<file path="src/rtl/qnna_requant_pack_if.sv">
// rtl/qnna_requant_pack_if.sv - accumulator-in / packed-word-out handshake bundle
interface qnna_requant_pack_if #(
  parameter int ACC_W = 32,
  parameter int OUT_W = 32
);
  logic             in_valid;
  logic             in_ready;
  logic [ACC_W-1:0] in_data;
  logic             out_valid;
  logic             out_ready;
  logic [OUT_W-1:0] out_data;
  logic [15:0]      out_addr;
  logic             out_last;

  modport master (
    output in_valid, in_data, out_ready,
    input  in_ready, out_valid, out_data, out_addr, out_last
  );

  modport slave (
    input  in_valid, in_data, out_ready,
    output in_ready, out_valid, out_data, out_addr, out_last
  );
endinterface

</file>
<file path="src/rtl/qnna_requant_pack.sv">
// rtl/qnna_requant_pack.sv - INT32 -> INT8 requantize (scale, round-shift, zp, relu, sat)
// and pack four results per 32-bit word with a word address.
module qnna_requant_pack #(
  parameter int ACC_W   = 32,
  parameter int SCALE_W = 16,
  parameter int LANES   = 4
) (
  input  logic               clk,
  input  logic               rst,
  input  logic               start,
  input  logic [15:0]        dim_m,
  input  logic [15:0]        dim_n,
  input  logic               relu_en,
  input  logic [SCALE_W-1:0] scale,
  input  logic [4:0]         shift,
  input  logic [7:0]         zero_point,
  qnna_requant_pack_if.slave bus,
  output logic               busy,
  output logic               done,
  output logic [15:0]        sat_count
);
  localparam int PW    = ACC_W + SCALE_W + 1;
  localparam int OUT_W = 8 * LANES;
  localparam logic signed [PW:0] V_MAX = 127;
  localparam logic signed [PW:0] V_MIN = -128;

  typedef enum logic [1:0] {IDLE, RUN, DRAIN, FIN} state_t;
  state_t state, state_nx;

  logic               relu_r;
  logic [SCALE_W-1:0] scale_r;
  logic [4:0]         shift_r;
  logic [7:0]         zp_r;
  logic [31:0]        total_r;
  logic [31:0]        elem_cnt;
  logic [1:0]         lane;

  logic                 s1_valid;
  logic                 s1_last;
  logic signed [PW-1:0] s1_prod;

  logic [OUT_W-1:0] pack_buf;
  logic             out_valid_r;
  logic [OUT_W-1:0] out_data_r;
  logic [15:0]      out_addr_r;
  logic             out_last_r;
  logic [15:0]      sat_r;

  logic             in_ready_c;
  logic             adv;
  logic             accept;
  logic             last_elem;
  logic [31:0]      start_total;

  logic signed [PW-1:0] prod_c;
  logic signed [PW-1:0] rnd_c;
  logic signed [PW-1:0] sum_c;
  logic signed [PW-1:0] shr_c;
  logic signed [PW:0]   v_c;
  logic signed [PW:0]   v_relu;
  logic [7:0]           q_c;
  logic                 clip_c;
  logic [OUT_W-1:0]     word_c;
  logic                 emit_c;

  assign adv         = !(out_valid_r && !bus.out_ready);
  assign accept      = bus.in_valid && in_ready_c;
  assign last_elem   = (elem_cnt == total_r - 32'd1);
  assign start_total = {16'd0, dim_m} * {16'd0, dim_n};
  assign prod_c      = $signed(bus.in_data) * $signed({1'b0, scale_r});

  always_comb begin
    state_nx   = state;
    in_ready_c = 1'b0;
    busy       = 1'b0;
    done       = 1'b0;
    case (state)
      IDLE: begin
        if (start) state_nx = (start_total == 32'd0) ? FIN : RUN;
      end
      RUN: begin
        busy       = 1'b1;
        in_ready_c = adv;
        if (accept && last_elem) state_nx = DRAIN;
      end
      DRAIN: begin
        busy = 1'b1;
        if (out_valid_r && bus.out_ready && out_last_r) state_nx = FIN;
      end
      FIN: begin
        done     = 1'b1;
        state_nx = IDLE;
      end
      default: state_nx = IDLE;
    endcase
  end

  // Second stage: round-half-up shift, zero point, relu, then saturate to INT8.
  always_comb begin
    rnd_c  = (shift_r == 5'd0) ? '0 : (PW'(1) << (shift_r - 5'd1));
    sum_c  = s1_prod + rnd_c;
    shr_c  = sum_c >>> shift_r;
    v_c    = {shr_c[PW-1], shr_c} + {{(PW + 1 - 8){zp_r[7]}}, zp_r};
    v_relu = (relu_r && v_c[PW]) ? '0 : v_c;
    clip_c = 1'b0;
    q_c    = v_relu[7:0];
    if (v_relu > V_MAX) begin
      q_c    = 8'h7F;
      clip_c = 1'b1;
    end else if (v_relu < V_MIN) begin
      q_c    = 8'h80;
      clip_c = 1'b1;
    end
    word_c                     = pack_buf;
    word_c[{lane, 3'b000} +: 8] = q_c;
    emit_c = (lane == 2'(LANES - 1)) || s1_last;
  end

  always_ff @(posedge clk) begin
    if (rst) begin
      state       <= IDLE;
      relu_r      <= 1'b0;
      scale_r     <= '0;
      shift_r     <= '0;
      zp_r        <= '0;
      total_r     <= '0;
      elem_cnt    <= '0;
      lane        <= '0;
      s1_valid    <= 1'b0;
      s1_last     <= 1'b0;
      s1_prod     <= '0;
      pack_buf    <= '0;
      out_valid_r <= 1'b0;
      out_data_r  <= '0;
      out_addr_r  <= '0;
      out_last_r  <= 1'b0;
      sat_r       <= '0;
    end else begin
      state <= state_nx;
      if (state == IDLE && start) begin
        relu_r     <= relu_en;
        scale_r    <= scale;
        shift_r    <= shift;
        zp_r       <= zero_point;
        total_r    <= start_total;
        elem_cnt   <= '0;
        lane       <= '0;
        out_addr_r <= '0;
        sat_r      <= '0;
        pack_buf   <= '0;
      end else begin
        if (accept) elem_cnt <= elem_cnt + 32'd1;
        if (out_valid_r && bus.out_ready) out_addr_r <= out_addr_r + 16'd1;
        if (adv) begin
          s1_valid    <= accept;
          s1_prod     <= prod_c;
          s1_last     <= last_elem;
          out_valid_r <= s1_valid && emit_c;
          if (s1_valid) begin
            lane <= lane + 2'd1;
            if (clip_c && sat_r != 16'hFFFF) sat_r <= sat_r + 16'd1;
            if (emit_c) begin
              out_data_r <= word_c;
              out_last_r <= s1_last;
              pack_buf   <= '0;
              lane       <= '0;
            end else begin
              pack_buf <= word_c;
            end
          end
        end
      end
    end
  end

  assign bus.in_ready  = in_ready_c;
  assign bus.out_valid = out_valid_r;
  assign bus.out_data  = out_data_r;
  assign bus.out_addr  = out_addr_r;
  assign bus.out_last  = out_last_r;
  assign sat_count     = sat_r;
endmodule
</file>
<file path="src/flat_wrapper.sv">
// flat-port wrapper written by rule: the top's interface ports become plain ports
module qnna_requant_pack_flat 
#(
  parameter int ACC_W   = 32,
  parameter int SCALE_W = 16,
  parameter int LANES   = 4
)
  (clk, rst, start, dim_m, dim_n, relu_en, scale, shift, zero_point, busy, done, sat_count, bus_in_valid, bus_in_data, bus_out_ready, bus_in_ready, bus_out_valid, bus_out_data, bus_out_addr, bus_out_last);
  qnna_requant_pack_if #(.ACC_W(ACC_W)) bus_i ();
  input  logic clk;
  input  logic rst;
  input  logic start;
  input  logic [15:0] dim_m;
  input  logic [15:0] dim_n;
  input  logic relu_en;
  input  logic [SCALE_W-1:0] scale;
  input  logic [4:0] shift;
  input  logic [7:0] zero_point;
  output logic busy;
  output logic done;
  output logic [15:0] sat_count;
  input wire logic [$bits(bus_i.in_valid)-1:0] bus_in_valid;
  input wire logic [$bits(bus_i.in_data)-1:0] bus_in_data;
  input wire logic [$bits(bus_i.out_ready)-1:0] bus_out_ready;
  output wire logic [$bits(bus_i.in_ready)-1:0] bus_in_ready;
  output wire logic [$bits(bus_i.out_valid)-1:0] bus_out_valid;
  output wire logic [$bits(bus_i.out_data)-1:0] bus_out_data;
  output wire logic [$bits(bus_i.out_addr)-1:0] bus_out_addr;
  output wire logic [$bits(bus_i.out_last)-1:0] bus_out_last;
  assign bus_i.in_valid = bus_in_valid;
  assign bus_i.in_data = bus_in_data;
  assign bus_i.out_ready = bus_out_ready;
  assign bus_in_ready = bus_i.in_ready;
  assign bus_out_valid = bus_i.out_valid;
  assign bus_out_data = bus_i.out_data;
  assign bus_out_addr = bus_i.out_addr;
  assign bus_out_last = bus_i.out_last;
  qnna_requant_pack #(.ACC_W(ACC_W), .SCALE_W(SCALE_W), .LANES(LANES)) u_core (.clk(clk), .rst(rst), .start(start), .dim_m(dim_m), .dim_n(dim_n), .relu_en(relu_en), .scale(scale), .shift(shift), .zero_point(zero_point), .bus(bus_i), .busy(busy), .done(done), .sat_count(sat_count));
endmodule
</file>
<file path="config.mk">
export PLATFORM = sky130hd
export DESIGN_NAME = qnna_requant_pack_flat
export DESIGN_NICKNAME = d
export VERILOG_FILES = /design/src/rtl/qnna_requant_pack_if.sv /design/src/rtl/qnna_requant_pack.sv /design/src/flat_wrapper.sv
export SDC_FILE = /design/constraint.sdc
export NUM_CORES = 2
export LEC_CHECK = 0
export BUFFER_PORTS_ARGS = -buffer_cell sky130_fd_sc_hd__buf_2
export CAP_MARGIN = 20
export CORE_ASPECT_RATIO = 0.5
export CORE_MARGIN = 2
export CORE_UTILIZATION = 30
export CTS_CLUSTER_DIAMETER = 40
export DETAILED_ROUTE_END_ITERATION = 12
export HOLD_SLACK_MARGIN = 0.02
export PLACE_DENSITY = 0.46
export SLEW_MARGIN = 20
export SYNTH_ARGS = -nofsm -noshare
export SYNTH_HDL_FRONTEND = slang
export SYNTH_SLANG_ARGS = --single-unit
</file>
<file path="constraint.sdc">
create_clock -name clk -period 20 [get_ports clk]
set_input_delay 1 -clock clk [delete_from_list [all_inputs] [get_ports clk]]
set_output_delay 1 -clock clk [all_outputs]
set_load 0.05 [all_outputs]
</file>
### Word level (Yosys, flattened, before mapping)

Index checks and enable logic that the tools add are counted.

* flip-flop bits (word level): 247
* bits of input ports: 99
* output and inout port bits: 69
* logic and storage cells: 84

* add/sub/neg operators: 9
* $mul: 2
* magnitude comparators: 2
* equality and inequality tests: 9
* shift operators: 4
* muxes and demuxes: 17
* bitwise operators: 2
* reduce and logical (&&, ||, !) cells: 22

Operator list (number)
* 49-bit by 8-bit adder with 50-bit output: 1
* 50-bit by 8-bit greater-than comparator with 1-bit output, second input constant: 1
* 50-bit by 8-bit less-than comparator with 1-bit output, second input constant: 1
* 50-bit 2-to-1 mux: 1
* 49-bit adder: 1
* 32-bit by 17-bit multiplier with 49-bit output: 1
* 49-bit 2-to-1 mux: 1
* 1-bit by 5-bit << shifter with 49-bit output, first input constant: 1
* 49-bit by 5-bit >>> shifter with 49-bit output: 1
* 16-bit by 1-bit adder with 16-bit output, second input constant: 2
* 32-bit by 1-bit adder with 32-bit output, second input constant: 1
* 32-bit bitwise mux: 1
* 32-bit == test: 1
* 32-bit zero test: 1
* 16-bit by 16-bit multiplier with 32-bit output: 1
* 32-bit 2-to-1 mux: 1
* 8-bit by 7-bit variable shift with 32-bit output, first input constant: 1
* 8-bit by 7-bit variable part select with 32-bit output: 1
* 32-bit by 1-bit subtractor with 32-bit output, second input constant: 1
* 8-bit 2-to-1 mux: 2
* 16-bit != test, second input constant: 1
* 2-bit 2-to-1 mux: 5
* 1-bit logical AND: 9
* 2-bit case mux with 4 select lines: 1
* other kinds (17): 29

### Longest topological paths before layout

* depth after elaboration: 14
* mapped depth: 39

### Worst setup path after synthesis

Ideal clock, no wire load.

* kind: flip-flop to flip-flop
* from: register u_core.shift_r[3]
* to: register u_core.sat_r[11] (netlist: u_core.sat_count[11])
* arrival time: 7.792 ns
* required time: 19.928 ns
* path slack: 12.136 ns
* stages on the path, launching flop included: 34
* clock period less this slack: 7.864 ns
* cell sequence: dfxtp_1 clkbuf_1 clkbuf_1 buf_1 nand2_1 nor3_1 ha_1 a21o_1 a21o_1 a21oi_1 o21ai_0 or3_1 o21ai_1 xor2_1 o22ai_1 a221oi_1 mux2_2 a22oi_1 mux2_2 ha_1 buf_2 nand4_1 or3_1 or3_1 o21a_1 a211oi_1 or3_1 nand4_1 or4_4 or3_1 clkbuf_1 buf_6 nand3_1 mux2i_1

* word-level cells in the longest chain between the ends: 13
* elaborated cells on any way between the ends: 15
* classes of those cells: add/sub: 3; order compare: 2; shift: 2; mux: 4; reduce/logical: 4

RTL lines
* start, declared: line qnna_requant_pack.sv:32 `logic [4:0] shift_r;`
* start signal, assigned: line qnna_requant_pack.sv:143 `shift_r <= shift;`
* 5-bit by 1-bit subtractor with 5-bit output: line qnna_requant_pack.sv:100 `rnd_c = (shift_r == 5'd0) ? '0 : (PW'(1) << (shift_r - 5'd1));`
* 1-bit by 5-bit << shifter with 49-bit output: line qnna_requant_pack.sv:100
* 49-bit 2-to-1 mux: line qnna_requant_pack.sv:100
* 49-bit adder: line qnna_requant_pack.sv:101 `sum_c = s1_prod + rnd_c;`
* 49-bit by 5-bit >>> shifter with 49-bit output (*): line qnna_requant_pack.sv:102 `shr_c = sum_c >>> shift_r;`
* 49-bit by 8-bit adder with 50-bit output (*): line qnna_requant_pack.sv:103 `v_c = {shr_c[PW-1], shr_c} + {{(PW + 1 - 8){zp_r[7]}}, zp_r};`
* 1-bit logical AND: line qnna_requant_pack.sv:104 `v_relu = (relu_r && v_c[PW]) ? '0 : v_c;`
* 50-bit 2-to-1 mux (*): line qnna_requant_pack.sv:104
* 50-bit by 8-bit less-than comparator with 1-bit output: line qnna_requant_pack.sv:110 `end else if (v_relu < V_MIN) begin`
* 1-bit 2-to-1 mux: line qnna_requant_pack.sv:110
* 1-bit 2-to-1 mux (*): line qnna_requant_pack.sv:107 `if (v_relu > V_MAX) begin`
* 1-bit logical AND (*): line qnna_requant_pack.sv:161 `if (clip_c && sat_r != 16'hFFFF) sat_r <= sat_r + 16'd1;`
* 3-bit AND reduction (no line) (*)
* end signal, assigned: line qnna_requant_pack.sv:161
* end, declared: line qnna_requant_pack.sv:47 `logic [15:0] sat_r;`

Every way passes the cells marked *; elsewhere a longest branch is shown, timed or not.
A chain may end at the register's enable or synchronous reset.

### Final worst setup path

* from: register u_core.shift_r[3]
* to: register u_core.sat_r[4] (netlist: u_core.sat_count[4])

Same word-level chain as after synthesis.

==> run_results.csv <==
group,metric,value,unit
clock_tree,cts_buffers,51,
synthesis,ys_ff_latch,247,
grt,grt_first_pass_wirelength,235000,um
power_and_ir_drop,p_leak,22.7,nW
worst_setup_path,cp-end-kind,"flip-flop",
sta,slew_headroom,21.3,%
sta,setup_viol,0,
sta,finalHoldViolations,0,
floorplanning,io_pins,168,
worst_setup_path,worstSetupPathType,"flip-flop to flip-flop",
sta,max_freq,89.3,MHz
grt,grt_antenna_before_repair,8,
drt,drt_wl_total,148000,um
placement,port_buffers,167,
worst_setup_path,cpPeakStageDelay,1030,ps
clock_tree,clkTransAtPathRegs,50,ps
floorplanning,core_area,152000,um^2
clock_tree,clockBufferDepth,3,
power_and_ir_drop,power_density,165,nW/um^2
clock_tree,hold_buffers,0,
power_and_ir_drop,vdd_drop_max,0.134,mV
worst_setup_path,startpoint_type,"flip-flop",
worst_setup_path,path_buf_inv,3,
drt,firstDrtPassIters,5,
hold_path,hold_path.class,"flip-flop to flip-flop",
layout,multi_input_area,36900,um^2
synthesis,synth_cells,5591,
power_and_ir_drop,p_switching,4.49,mW
floorplanning,rows,101,
sta,period_share,56.0,%
layout,design_area,50400,um^2
worst_setup_path,cp_max_fo,52,
synthesis,async_flop_share,0,%
job,max_cap_viol_count,0,
power_and_ir_drop,finalPower,8.33,mW
clock_tree,cts-resized-gates,0,
sta,rsz0062_at_grt,"no",
grt,grt_pass1_vias,40800,
clock_tree,clk_latency,630,ps
floorplanning,dieWidth,557,um
sta,worst_pin_slew,1170,ps
drt,vias,39100,
synthesis,yosysWarnings,0,
sta,min_period,11200,ps
synthesis,synth_edf_count,0,
synthesis,synth_flop_cell,"dfxtp_1",
synthesis,syn_avg_cell_area,8.21,um^2
grt,globalRoute.totalOverflow,0,
power_and_ir_drop,swShare,53.9,%
grt,grt_max_degree,76,
clock_tree,h-tree-depth,2,
power_and_ir_drop,clkPwrFrac,10.8,%
power_and_ir_drop,seqPwrFrac,8.1,%
drt,drt-initial-drc-count,2233,
drt,antenna_left,0,
placement,place_congestion,0.883,
power_and_ir_drop,combPwrFrac,81.1,%
layout,nets,6672,
worst_setup_path,path_delay_family,"compound AO/OA/AOI/OAI gates",
floorplanning,die_y,281,um
drt,viasPerCell,5.09,
sta,skew,31.7,ps
layout,seq_area,4950,um^2
clock_tree,cts_root_buf,"clkbuf_16",
placement,hpwl,116000,um
status,status,"finished, final reports clean",
layout,drive_above_1_share,7.15,%
synthesis,synth_cell_types,100,
placement,detailed_place.area,48600,um^2
floorplanning,start_util,30.2,%
clock_tree,clkSinkCount,247,
drt,wl_per_cell,19.2,um
synthesis,syn_area,45900,um^2
synthesis,synth_nets,6692,
sta,finalMaxSlewViolations,0,
clock_tree,cts_tree,"built",
power_and_ir_drop,p_int,3.83,mW
sta,fin_tns_setup,0,ps
worst_setup_path,slowest_stage,"o31ai_1",
worst_setup_path,arrival,11710,ps
layout,area_growth,9.82,%
clock_tree,cts_setup_buffers,0,
synthesis,seq_area_frac_synth,10.8,%
worst_setup_path,crit_required,20510,ps
floorplanning,die-area,156000,um^2
layout,final.fill_count,16100,
drt,remaining_drc_errors,0,
layout,layoutNonFillerInstCount,7674,
grt,grt_usage,18.9,%
worst_setup_path,path_common_cell,"o21ai_0",
placement,place_inst,7578,
stage by stage:
stage / utilization (%) / worst slack [ps] / hold WS, ps
detailed placement: 32.0 / 9060 / 453
global placement: 32.0 / 9020 / 435
finish: 33.2 / 8800 / 461
floorplan: - / 12140 / 427
CTS: 33.2 / 9010 / 460
global route: 33.2 / 8210 / 484
worst paths after layout:
path	from	to	slack (ps)	cells after the start
worst min register to register	u_core.pack_buf[15]	u_core.pack_buf[15]	460	2
worst min-delay path	u_core.pack_buf[15]	u_core.pack_buf[15]	460	2
worst max register to register	u_core.shift_r[3]	u_core.sat_count[4]	8800	31
worst max-delay path	u_core.shift_r[3]	u_core.sat_count[4]	8800	31
layout by cell type (no fill, tap or decap), drive strengths merged, types with 98 or more instances in the layout:
cell and count:
a21oi 284, and2 320, dfxtp 247, xor2 98
nand2 834, xnor2 126, fa 685, inv 794
buf 208, o21ai 178, ha 317, nor2 266
routing by layer:
metal | vias to the layer above | routed length, um | part of all wire (%) | global-route usage [%]
li1 | 18300 | - | - | -
met1 | 19700 | 70500 | 48 | 26.6
met2 | 844 | 66600 | 45 | 30.8
met3 | 187 | 7330 | 5.0 | 2.40
met4 | 10 | 3110 | 2.1 | 4.22
met5 | - | 69 | 0.047 | 0
cell type report:
type                    count  share of cell area [%]
multi-input cells        4266                    73.2
repair buffers            208                    2.28
clock inverters            35                   0.958
inverters                 797                    5.93
flip-flops and latches    247                    9.82
diodes                      3                  0.0149
well taps                2060                    5.11
clock buffers              58                    2.64
synthesized netlist by cell type, drive strengths merged, types with 28 or more instances:
library cell	count	area (um^2)
xnor2	126	1100
o211ai	49	368
dfxtp	247	4940
a31oi	56	380
and3	39	244
nand2	834	3130
and2	320	2000
o21ai	178	910
o21a	30	225
ha	317	3970
a21o	82	616
mux2i	76	761
nor2	266	1000
nand3	85	425
a22o	70	613
nor3	90	467
xor2	98	858
clkbuf	240	901
fa	685	13700
a21oi	284	1440
mux2	28	315
a211oi	55	430
or3	43	269
nand2b	54	338
nand4	54	338
inv	791	2970
buf	41	203
sequential cells by signal, summed over array words and instances, names as in the netlist:
signal,cells
u_core.state,2
u_core.s1_last,1
u_core.bus.out_addr,16
u_core.scale_r,16
u_core.total_r,32
u_core.shift_r,5
u_core.elem_cnt,32
u_core.bus.out_valid,1
u_core.sat_count,16
u_core.bus.out_last,1
u_core.zp_r,8
u_core.lane,2
u_core.s1_prod,49
u_core.pack_buf,32
u_core.relu_r,1
u_core.s1_valid,1
u_core.bus.out_data,32
cells by family (layout without fill, tap and decap cells):
group                    count (synthesis)  in the layout  synth area share, %
AO/OA/AOI/OAI                         1026           1026                 15.0
XOR/XNOR                               224            224                 4.27
adder cells (fa/ha/maj)               1002           1002                 38.5
buffers and inverters                 1078           1098                 8.92
flip-flops                             247            247                 10.8
multiplexers                           113            113                 2.79
other                                    1              4              0.00817
AND/OR/NAND/NOR                       1900           1900                 19.8
tightest hold or removal path, delay by kind of cell, from the launching register on:
| family | cells | cell delay (ps) |
|---|---|---|
| compound gates | 1 | 50 |
| simple gates | 1 | 50 |
| flops | 1 | 310 |
power groups by stage:
stage               Sequential (mW)  Combinational, mW  Clock [mW]
floorplan                     0.631               4.99           0
global placement              0.683               6.70           0
detailed placement            0.685               6.73           0
CTS                           0.675               6.78       0.922
global route                  0.688               7.66       0.942
finish                        0.677               6.75       0.897
(Power assumes the default switching activity.)
